File: src/rtl/pattern_seq_ctrl.sv
// rtl/pattern_seq_ctrl.sv - frame-synchronous test-pattern mode sequencer with optional auto-cycle
// Optional feature macro: PATSEQ_DE_CHECK_EN (builds the de-during-vsync checker)
module pattern_seq_ctrl #(
  parameter logic        VS_POLORY   = 1'b1,
  parameter logic [1:0]  INIT_MODE   = 2'd2,
  parameter logic [7:0]  INIT_DWELL  = 8'd0,
  parameter logic [1:0]  MODE_MAX    = 2'd2,
  parameter logic [23:0] TIMEOUT_CYC = 24'd1_000_000
) (
  input  logic        clk,
  input  logic        rst_n,
  input  logic        i_vs,
  input  logic        i_de,
  input  logic        i_cfg_valid,
  input  logic [1:0]  i_cfg_mode,
  input  logic [7:0]  i_cfg_dwell,
  output logic        o_cfg_ready,
  output logic        o_cfg_done,
  output logic        o_timeout,
  input  logic        i_err_clr,
  output logic [1:0]  o_mode,
  output logic        o_switch,
  output logic [15:0] o_frame_cnt,
  output logic        o_de_err
);

  typedef enum logic {S_RUN = 1'b0, S_PEND = 1'b1} state_e;

  state_e      state_q, state_d;
  logic        vs_n;
  logic        vs_d1_q, vs_d2_q;
  logic        frame_start;
  logic        cfg_ready;
  logic        handshake;
  logic        tmo_hit;
  logic        commit;
  logic        auto_step;

  logic [1:0]  mode_q, mode_d;
  logic [7:0]  dwell_q, dwell_d;
  logic [7:0]  dcnt_q, dcnt_d;
  logic [23:0] tmo_cnt_q, tmo_cnt_d;
  logic [1:0]  stage_mode_q, stage_mode_d;
  logic [7:0]  stage_dwell_q, stage_dwell_d;
  logic [15:0] frame_cnt_q, frame_cnt_d;
  logic        timeout_q, timeout_d;
  logic        switch_q, done_q;

  assign vs_n = VS_POLORY ? i_vs : ~i_vs;

  // Two-stage vsync history; both start at 1 so an already-active vsync at reset release is not a frame start
  always_ff @(posedge clk or negedge rst_n) begin
    if (!rst_n) begin
      vs_d1_q <= 1'b1;
      vs_d2_q <= 1'b1;
    end else begin
      vs_d1_q <= vs_n;
      vs_d2_q <= vs_d1_q;
    end
  end

  assign frame_start = vs_d1_q & ~vs_d2_q;
  assign handshake   = i_cfg_valid & cfg_ready;
  assign tmo_hit     = (tmo_cnt_q == TIMEOUT_CYC - 24'd1);
  assign commit      = (state_q == S_PEND) & (frame_start | tmo_hit);
  assign auto_step   = (state_q == S_RUN) & ~handshake & frame_start &
                       (dwell_q != 8'd0) & (dcnt_q == dwell_q - 8'd1);

  // FSM state register
  always_ff @(posedge clk or negedge rst_n) begin
    if (!rst_n) state_q <= S_RUN;
    else        state_q <= state_d;
  end

  // FSM next state: a transfer stages a config, a commit returns to running
  always_comb begin
    state_d = state_q;
    case (state_q)
      S_RUN:   if (handshake) state_d = S_PEND;
      S_PEND:  if (commit)    state_d = S_RUN;
      default: state_d = S_RUN;
    endcase
  end

  // FSM outputs: ready only while running, held off for the cycle the done pulse is visible
  always_comb begin
    cfg_ready = (state_q == S_RUN) & ~done_q;
  end

  // Datapath next state: staging, auto-cycle stepping, commit and the pending-wait timer
  always_comb begin
    mode_d        = mode_q;
    dwell_d       = dwell_q;
    dcnt_d        = dcnt_q;
    tmo_cnt_d     = tmo_cnt_q;
    stage_mode_d  = stage_mode_q;
    stage_dwell_d = stage_dwell_q;
    if (state_q == S_RUN) begin
      if (handshake) begin
        stage_mode_d  = i_cfg_mode;
        stage_dwell_d = i_cfg_dwell;
        tmo_cnt_d     = 24'd0;
      end else if (frame_start && dwell_q != 8'd0) begin
        if (auto_step) begin
          mode_d = (mode_q >= MODE_MAX) ? 2'd0 : mode_q + 2'd1;
          dcnt_d = 8'd0;
        end else begin
          dcnt_d = dcnt_q + 8'd1;
        end
      end
    end else begin
      if (commit) begin
        mode_d  = stage_mode_q;
        dwell_d = stage_dwell_q;
        dcnt_d  = 8'd0;
      end else begin
        tmo_cnt_d = tmo_cnt_q + 24'd1;
      end
    end
  end

  // Frame counter advances on every frame start regardless of state, wrapping naturally
  always_comb begin
    frame_cnt_d = frame_start ? frame_cnt_q + 16'd1 : frame_cnt_q;
  end

  // Sticky timeout: only a forced commit (no frame start that cycle) sets it; clear wins
  always_comb begin
    timeout_d = timeout_q;
    if (i_err_clr) timeout_d = 1'b0;
    else if ((state_q == S_PEND) && tmo_hit && !frame_start) timeout_d = 1'b1;
  end

  // Datapath registers and single-cycle event pulses
  always_ff @(posedge clk or negedge rst_n) begin
    if (!rst_n) begin
      mode_q        <= INIT_MODE;
      dwell_q       <= INIT_DWELL;
      dcnt_q        <= 8'd0;
      tmo_cnt_q     <= 24'd0;
      stage_mode_q  <= 2'd0;
      stage_dwell_q <= 8'd0;
      frame_cnt_q   <= 16'd0;
      timeout_q     <= 1'b0;
      switch_q      <= 1'b0;
      done_q        <= 1'b0;
    end else begin
      mode_q        <= mode_d;
      dwell_q       <= dwell_d;
      dcnt_q        <= dcnt_d;
      tmo_cnt_q     <= tmo_cnt_d;
      stage_mode_q  <= stage_mode_d;
      stage_dwell_q <= stage_dwell_d;
      frame_cnt_q   <= frame_cnt_d;
      timeout_q     <= timeout_d;
      switch_q      <= commit | auto_step;
      done_q        <= commit;
    end
  end

`ifdef PATSEQ_DE_CHECK_EN
  logic de_err_q;

  // Sticky flag for data enable seen while vsync is active; clear wins over a same-cycle set
  always_ff @(posedge clk or negedge rst_n) begin
    if (!rst_n)                 de_err_q <= 1'b0;
    else if (i_err_clr)         de_err_q <= 1'b0;
    else if (i_de && vs_d1_q)   de_err_q <= 1'b1;
  end

  assign o_de_err = de_err_q;
`else
  // Checker not built; i_de is intentionally ignored
  assign o_de_err = i_de & 1'b0;
`endif

  assign o_cfg_ready = cfg_ready;
  assign o_cfg_done  = done_q;
  assign o_timeout   = timeout_q;
  assign o_mode      = mode_q;
  assign o_switch    = switch_q;
  assign o_frame_cnt = frame_cnt_q;

endmodule

File: config.mk
export PLATFORM = sky130hd
export DESIGN_NAME = pattern_seq_ctrl
export DESIGN_NICKNAME = d
export VERILOG_FILES = /design/src/rtl/pattern_seq_ctrl.sv
export SDC_FILE = /design/constraint.sdc
export NUM_CORES = 1
export LEC_CHECK = 0
export CORE_MARGIN = 5
export CORE_UTILIZATION = 45
export CTS_BUF_LIST = sky130_fd_sc_hd__clkbuf_2
export DETAILED_ROUTE_END_ITERATION = 8
export PLACE_DENSITY = 0.66
export SYNTH_ARGS = -nofsm -noshare
export SYNTH_HDL_FRONTEND = slang
export SYNTH_SLANG_ARGS = --single-unit
File: constraint.sdc
create_clock -name clk -period 2.6 [get_ports clk]
set_clock_uncertainty 0.1 [all_clocks]
set_input_delay 0.65 -clock clk [delete_from_list [all_inputs] [get_ports clk]]
set_output_delay 0.65 -clock clk [all_outputs]
set_load 0.02 [all_outputs]
* Word level (Yosys, flattened, before mapping)
Cells that the tools add are included.
Widths: inputs -> output; s select.
** Word-level totals
- Register bits :: 74
** Operators by class
- Add/subtract/negate cells :: 5
- Magnitude comparators :: 1
- Equality and inequality tests :: 5
- Multiplexer cells :: 19
- Bitwise gates (word level) :: 14
- Reduce and logical (&&, ||, !) cells :: 14
** Operators with widths (number)
- $mux 24 :: 3
- $mux 8 :: 5
- $add 24x1->24 const B :: 1
- $eq 24x20->1 const B :: 1
- $add 16x1->16 const B :: 1
- $mux 2 :: 6
- $add 8x1->8 const B :: 1
- $and 1x1->1 :: 8
- $eq 8x8->1 :: 1
- $reduce_bool 2->1 :: 4
- $reduce_bool 8->1 :: 1
- $sub 8x1->8 const B :: 1
- $reduce_and 2->1 :: 3
- $mux 1 :: 4
- $ne 2x2->1 const B :: 2
- $not 1->1 :: 4
- $reduce_and 4->1 :: 1
- $logic_and 1x1->1 :: 3
- $reduce_and 3->1 :: 1
- $add 2x1->2 const B :: 1
- $ge 2x2->1 const B :: 1
- $ne 2x1->1 const B :: 1
- $or 1x1->1 :: 2
- $pmux 1 s2 :: 1
- $logic_not 1->1 :: 1

* Longest topological paths before layout
- Word-level depth :: 12
- Gate-level depth with buffers :: 9
- Gate-level depth less buffers :: 8

* Worst setup path before layout
OpenSTA, ideal clock, no wires.
- Path type :: reg-to-reg
- Start :: register dwell_q[0]
- End :: register mode_q[1] (netlist: o_mode[1])
- Setup time :: 0.085 ns
- Data arrival time :: 2.189 ns
- Setup slack :: 0.226 ns
- Cell stages (with the launch flop) :: 10
- Buffers on the path :: 1
- Cells stage by stage :: dfrtp_1 -> inv_1 -> ha_1 -> nor3b_1 -> a221oi_1 -> nand4b_1 -> a2111oi_2 -> or2_1 -> buf_4 -> mux2_1
** Between the ends
- Longest elaborated chain between the ends :: 5
** Ends and longest elaborated chain
- from (decl) :: line 40 : logic [7:0] dwell_q, dwell_d;
- from (signal assigned) :: line 149 : dwell_q <= dwell_d;
- $sub 8x1->8 or $reduce_bool 8->1 (tied branches) :: line 67, 103
- $eq 8x8->1 or $and 1x1->1 (tied branches) :: line 67, 66
- $and 1x1->1 :: line 67 : (dwell_q != 8'd0) & (dcnt_q == dwell_q - 8'd1);
- $reduce_bool 2->1 (no line)
- $reduce_and 4->1 (no line) *
- to (signal assigned) :: line 148 : mode_q <= mode_d;
- to (decl) :: line 39 : logic [1:0] mode_q, mode_d;
Every way passes the cells marked *; elsewhere a longest branch is shown, timed or not.
A chain may end at the register's enable or synchronous reset.

* Worst setup path after layout
- Start :: register mode_q[1] (netlist: o_mode[1])
- End :: output o_mode[1]
** RTL lines
- to (decl) :: line 21 : output logic [1:0] o_mode,
No word-level cell between the ends.

==> flow_metrics.tcl <==
set metrics [dict create \
    crit_chain "clkdlybuf4s50_1" \
    p_int_mw 2.04 \
    slew_viol_final 0 \
    htreeDepth 3 \
    min_to "vs_d2_q$_DFF_PN1_" \
    finalNonFillerCells 520 \
    grt_max_degree 53 \
    swShare_pct 37.8 \
    worst_skew_pair.late_latency_ns 0.51 \
    r2r_start "tmo_cnt_q[13]$_DFFE_PN0P_" \
    run_status "finished clean" \
    cpPeakStageDelay_ns 0.61 \
    mostFrequentLayoutCells "dfrtp_1, nand2_1, clkdlybuf4s50_1, nor2_1, xnor2_1" \
    synth_nets 386 \
    cap_viol_max_count 0 \
    ys_types 54 \
    critPathKind "reg -> out" \
    wl_per_cell_um 14.1 \
    dp.cells 503 \
    cp-start-kind "flop" \
    first_global_vias 2658 \
    synth.ff_latch_count 74 \
    finalCritPeriodShare_pct 95.0 \
    die_y_um 100 \
    final_antenna_net_count 0 \
    worst_r2r_path_depth 6 \
    dp_hpwl_um 5330 \
    synth-seq-area-share_pct 50.9 \
    r2r-end "dcnt_q[3]$_DFFE_PN0P_" \
    drive_gt1_share_pct 13.2 \
    p_leak_nw 1.86 \
    remaining_drc_errors 0 \
    vias 2722 \
    cts_tree "yes" \
    numCtsBuffers 9 \
    start_util_pct 46.7 \
    synthFlopType "dfrtp_1" \
    grt_util_all_layers_pct 15.6 \
    critPathCaptureType "output pin" \
    rows 32 \
    async_flop_share_pct 100 \
    cts_root_buf "clkbuf_2" \
    syn_area_um2 3650 \
    synth_edf_count 0 \
    path_buf_inv 1 \
    io_buffers 36 \
    syn_inst 365 \
    reg2reg_slack_ns 0.14 \
    yosys_warnings 0 \
    post-cts-setup-buffers 0 \
    min_period_ns 2.47 \
    hold_violations 0 \
    setup_viol 0 \
    drtIter0Drc 161 \
    dieWidth_um 100 \
    cp_data_required_time_ns 1.85 \
    cts_max_path_buffers 2 \
    hold_class "reg -> reg" \
    cp.arrival_ns 1.72 \
    max_freq_mhz 405 \
    ir_worst_vdd_v 0.000424 \
    drt_first_pass_iters 4 \
    cp-startpoint "o_mode[1]$_DFFE_PN1P_" \
    n_antenna_cell 0 \
    fp.coreArea_um2 7810 \
    combPwrFrac_pct 31.4 \
    slew_headroom_pct 57.5 \
    critPathTopFamily "flip-flops" \
    switchingPower_mw 1.24 \
    cts.sinks 74 \
    drt_wl_total_um 7330 \
    hold_depth 0 \
    cpMaxStageDelayCell "dfstp_2" \
    grt_pass1_wl_um 12500 \
    mostFrequentLayoutCell "dfrtp_1" \
    min-delay-start "vs_d1_q$_DFF_PN1_" \
    nets 434 \
    syn_to_final_growth_pct 18.5 \
    antenna_found_initial 0 \
    power.density_nw_per_um2 758 \
    clkSlewWorstSetupHoldPaths_ns 0.20 \
    overflow 0 \
    worst-path-max-fanout 4 \
    gp_congestion 0.808 \
    pwr-share-seq_pct 52.2 \
    ios 39 \
    final_area_um2 4320 \
    place_area_um2 4210 \
    rsz0062_at_grt "yes" \
    viasPerCell 5.23 \
    clkPwrFrac_pct 16.5 \
    fp.dieArea_um2 10000 \
    tightest_slew_ns 0.632 \
    syn_avg_cell_area_um2 10.0 \
]
cells by family after synthesis:
logic type	share of synthesized area, %
AO/OA/AOI/OAI	8.20
XOR/XNOR	10.8
adder cells (fa/ha/maj)	1.71
buffers and inverters	2.16
flip-flops	50.9
multiplexers	3.36
other	0.103
AND/OR/NAND/NOR	22.8
area by class of cell:
| cell class | count | area, um^2 |
|---|---|---|
| fill | 715 | 3480 |
| sequential | 74 | 1860 |
| multi-input combinational | 273 | 1730 |
| timing repair buffer | 51 | 507 |
| tap | 102 | 128 |
| clock buffer | 9 | 45.0 |
| clock inverter | 7 | 45.0 |
| inverter | 4 | 15.0 |
stage by stage:
stage	power (mW)	setup TNS, ns	setup WS [ns]	hold WS (ns)	utilization, %
global placement	2.72	-0.275	-0.131	0.263	53.9
global route	3.51	-0.00628	-0.00628	0.318	55.4
finish	3.28	0	0.129	0.286	55.4
detailed placement	2.77	-0.336	-0.139	0.270	53.9
CTS	3.30	0	0.0938	0.294	55.2
floorplan	2.37	0	0.226	0.254	-
synthesized netlist by cell type (all sizes together) (3+ instances only):
cell type	n	share of area [%]
and3	4	0.69
nor4	5	1.3
ha	5	1.7
nor2	32	3.3
nand2	59	6.1
dfrtp	71	49
a211oi	4	0.82
nand3	16	2.2
o211ai	3	0.62
buf	6	0.93
or3	5	0.86
nor3	13	1.9
mux2	10	3.1
clkbuf	8	0.82
xor2	21	5.0
nand4	11	2.1
inv	4	0.41
o21ai	11	1.6
a21oi	11	1.5
o21a	3	0.62
nand2b	4	0.69
and2	3	0.51
xnor2	24	5.8
dfstp	3	2.2
state kept, by name, indices dropped and copies added (netlist names):
name / flops
dwell_q: 8
vs_d1_q: 1
o_timeout: 1
state_q: 1
tmo_cnt_q: 24
dcnt_q: 8
o_mode: 2
o_frame_cnt: 16
o_cfg_done: 1
stage_dwell_q: 8
stage_mode_q: 2
vs_d2_q: 1
o_switch: 1
routing by layer:
layer	wire length, um	track usage (%)	part of all wire (%)
met1	3680	21.4	50
met5	0	0	0
met4	82	5.70	1.1
met3	338	3.89	4.6
met2	3220	24.2	44
power by group through the flow:
stage / registers [mW] / logic (mW) / clock network (mW)
2_1_floorplan: 1.68 / 0.688 / 0
3_3_place_gp: 1.72 / 1.00 / 0
3_5_place_dp: 1.73 / 1.04 / 0
4_1_cts: 1.71 / 1.03 / 0.562
5_1_grt: 1.75 / 1.14 / 0.611
6_report: 1.71 / 1.03 / 0.539
worst max-delay path by stage:
stage                                        to  slack, ns  depth (start not counted)
final                                 o_mode[1]       0.13                          1
after global routing      dcnt_q[3]$_DFFE_PN0P_     -0.006                          6
after CTS                             o_mode[1]       0.09                          1
after detailed placement  dcnt_q[0]$_DFFE_PN0P_      -0.14                          7
after global placement    dcnt_q[0]$_DFFE_PN0P_      -0.13                          7
after floorplan           o_mode[1]$_DFFE_PN1P_       0.23                          9
what timing repair did:
item,in CTS,in global routing
hold endpoints to repair,4,0
setup endpoints to repair,1,5
gates resized for setup,2,2
hold buffers,1,0
No activity file was read; power rests on OpenSTA's default activity.
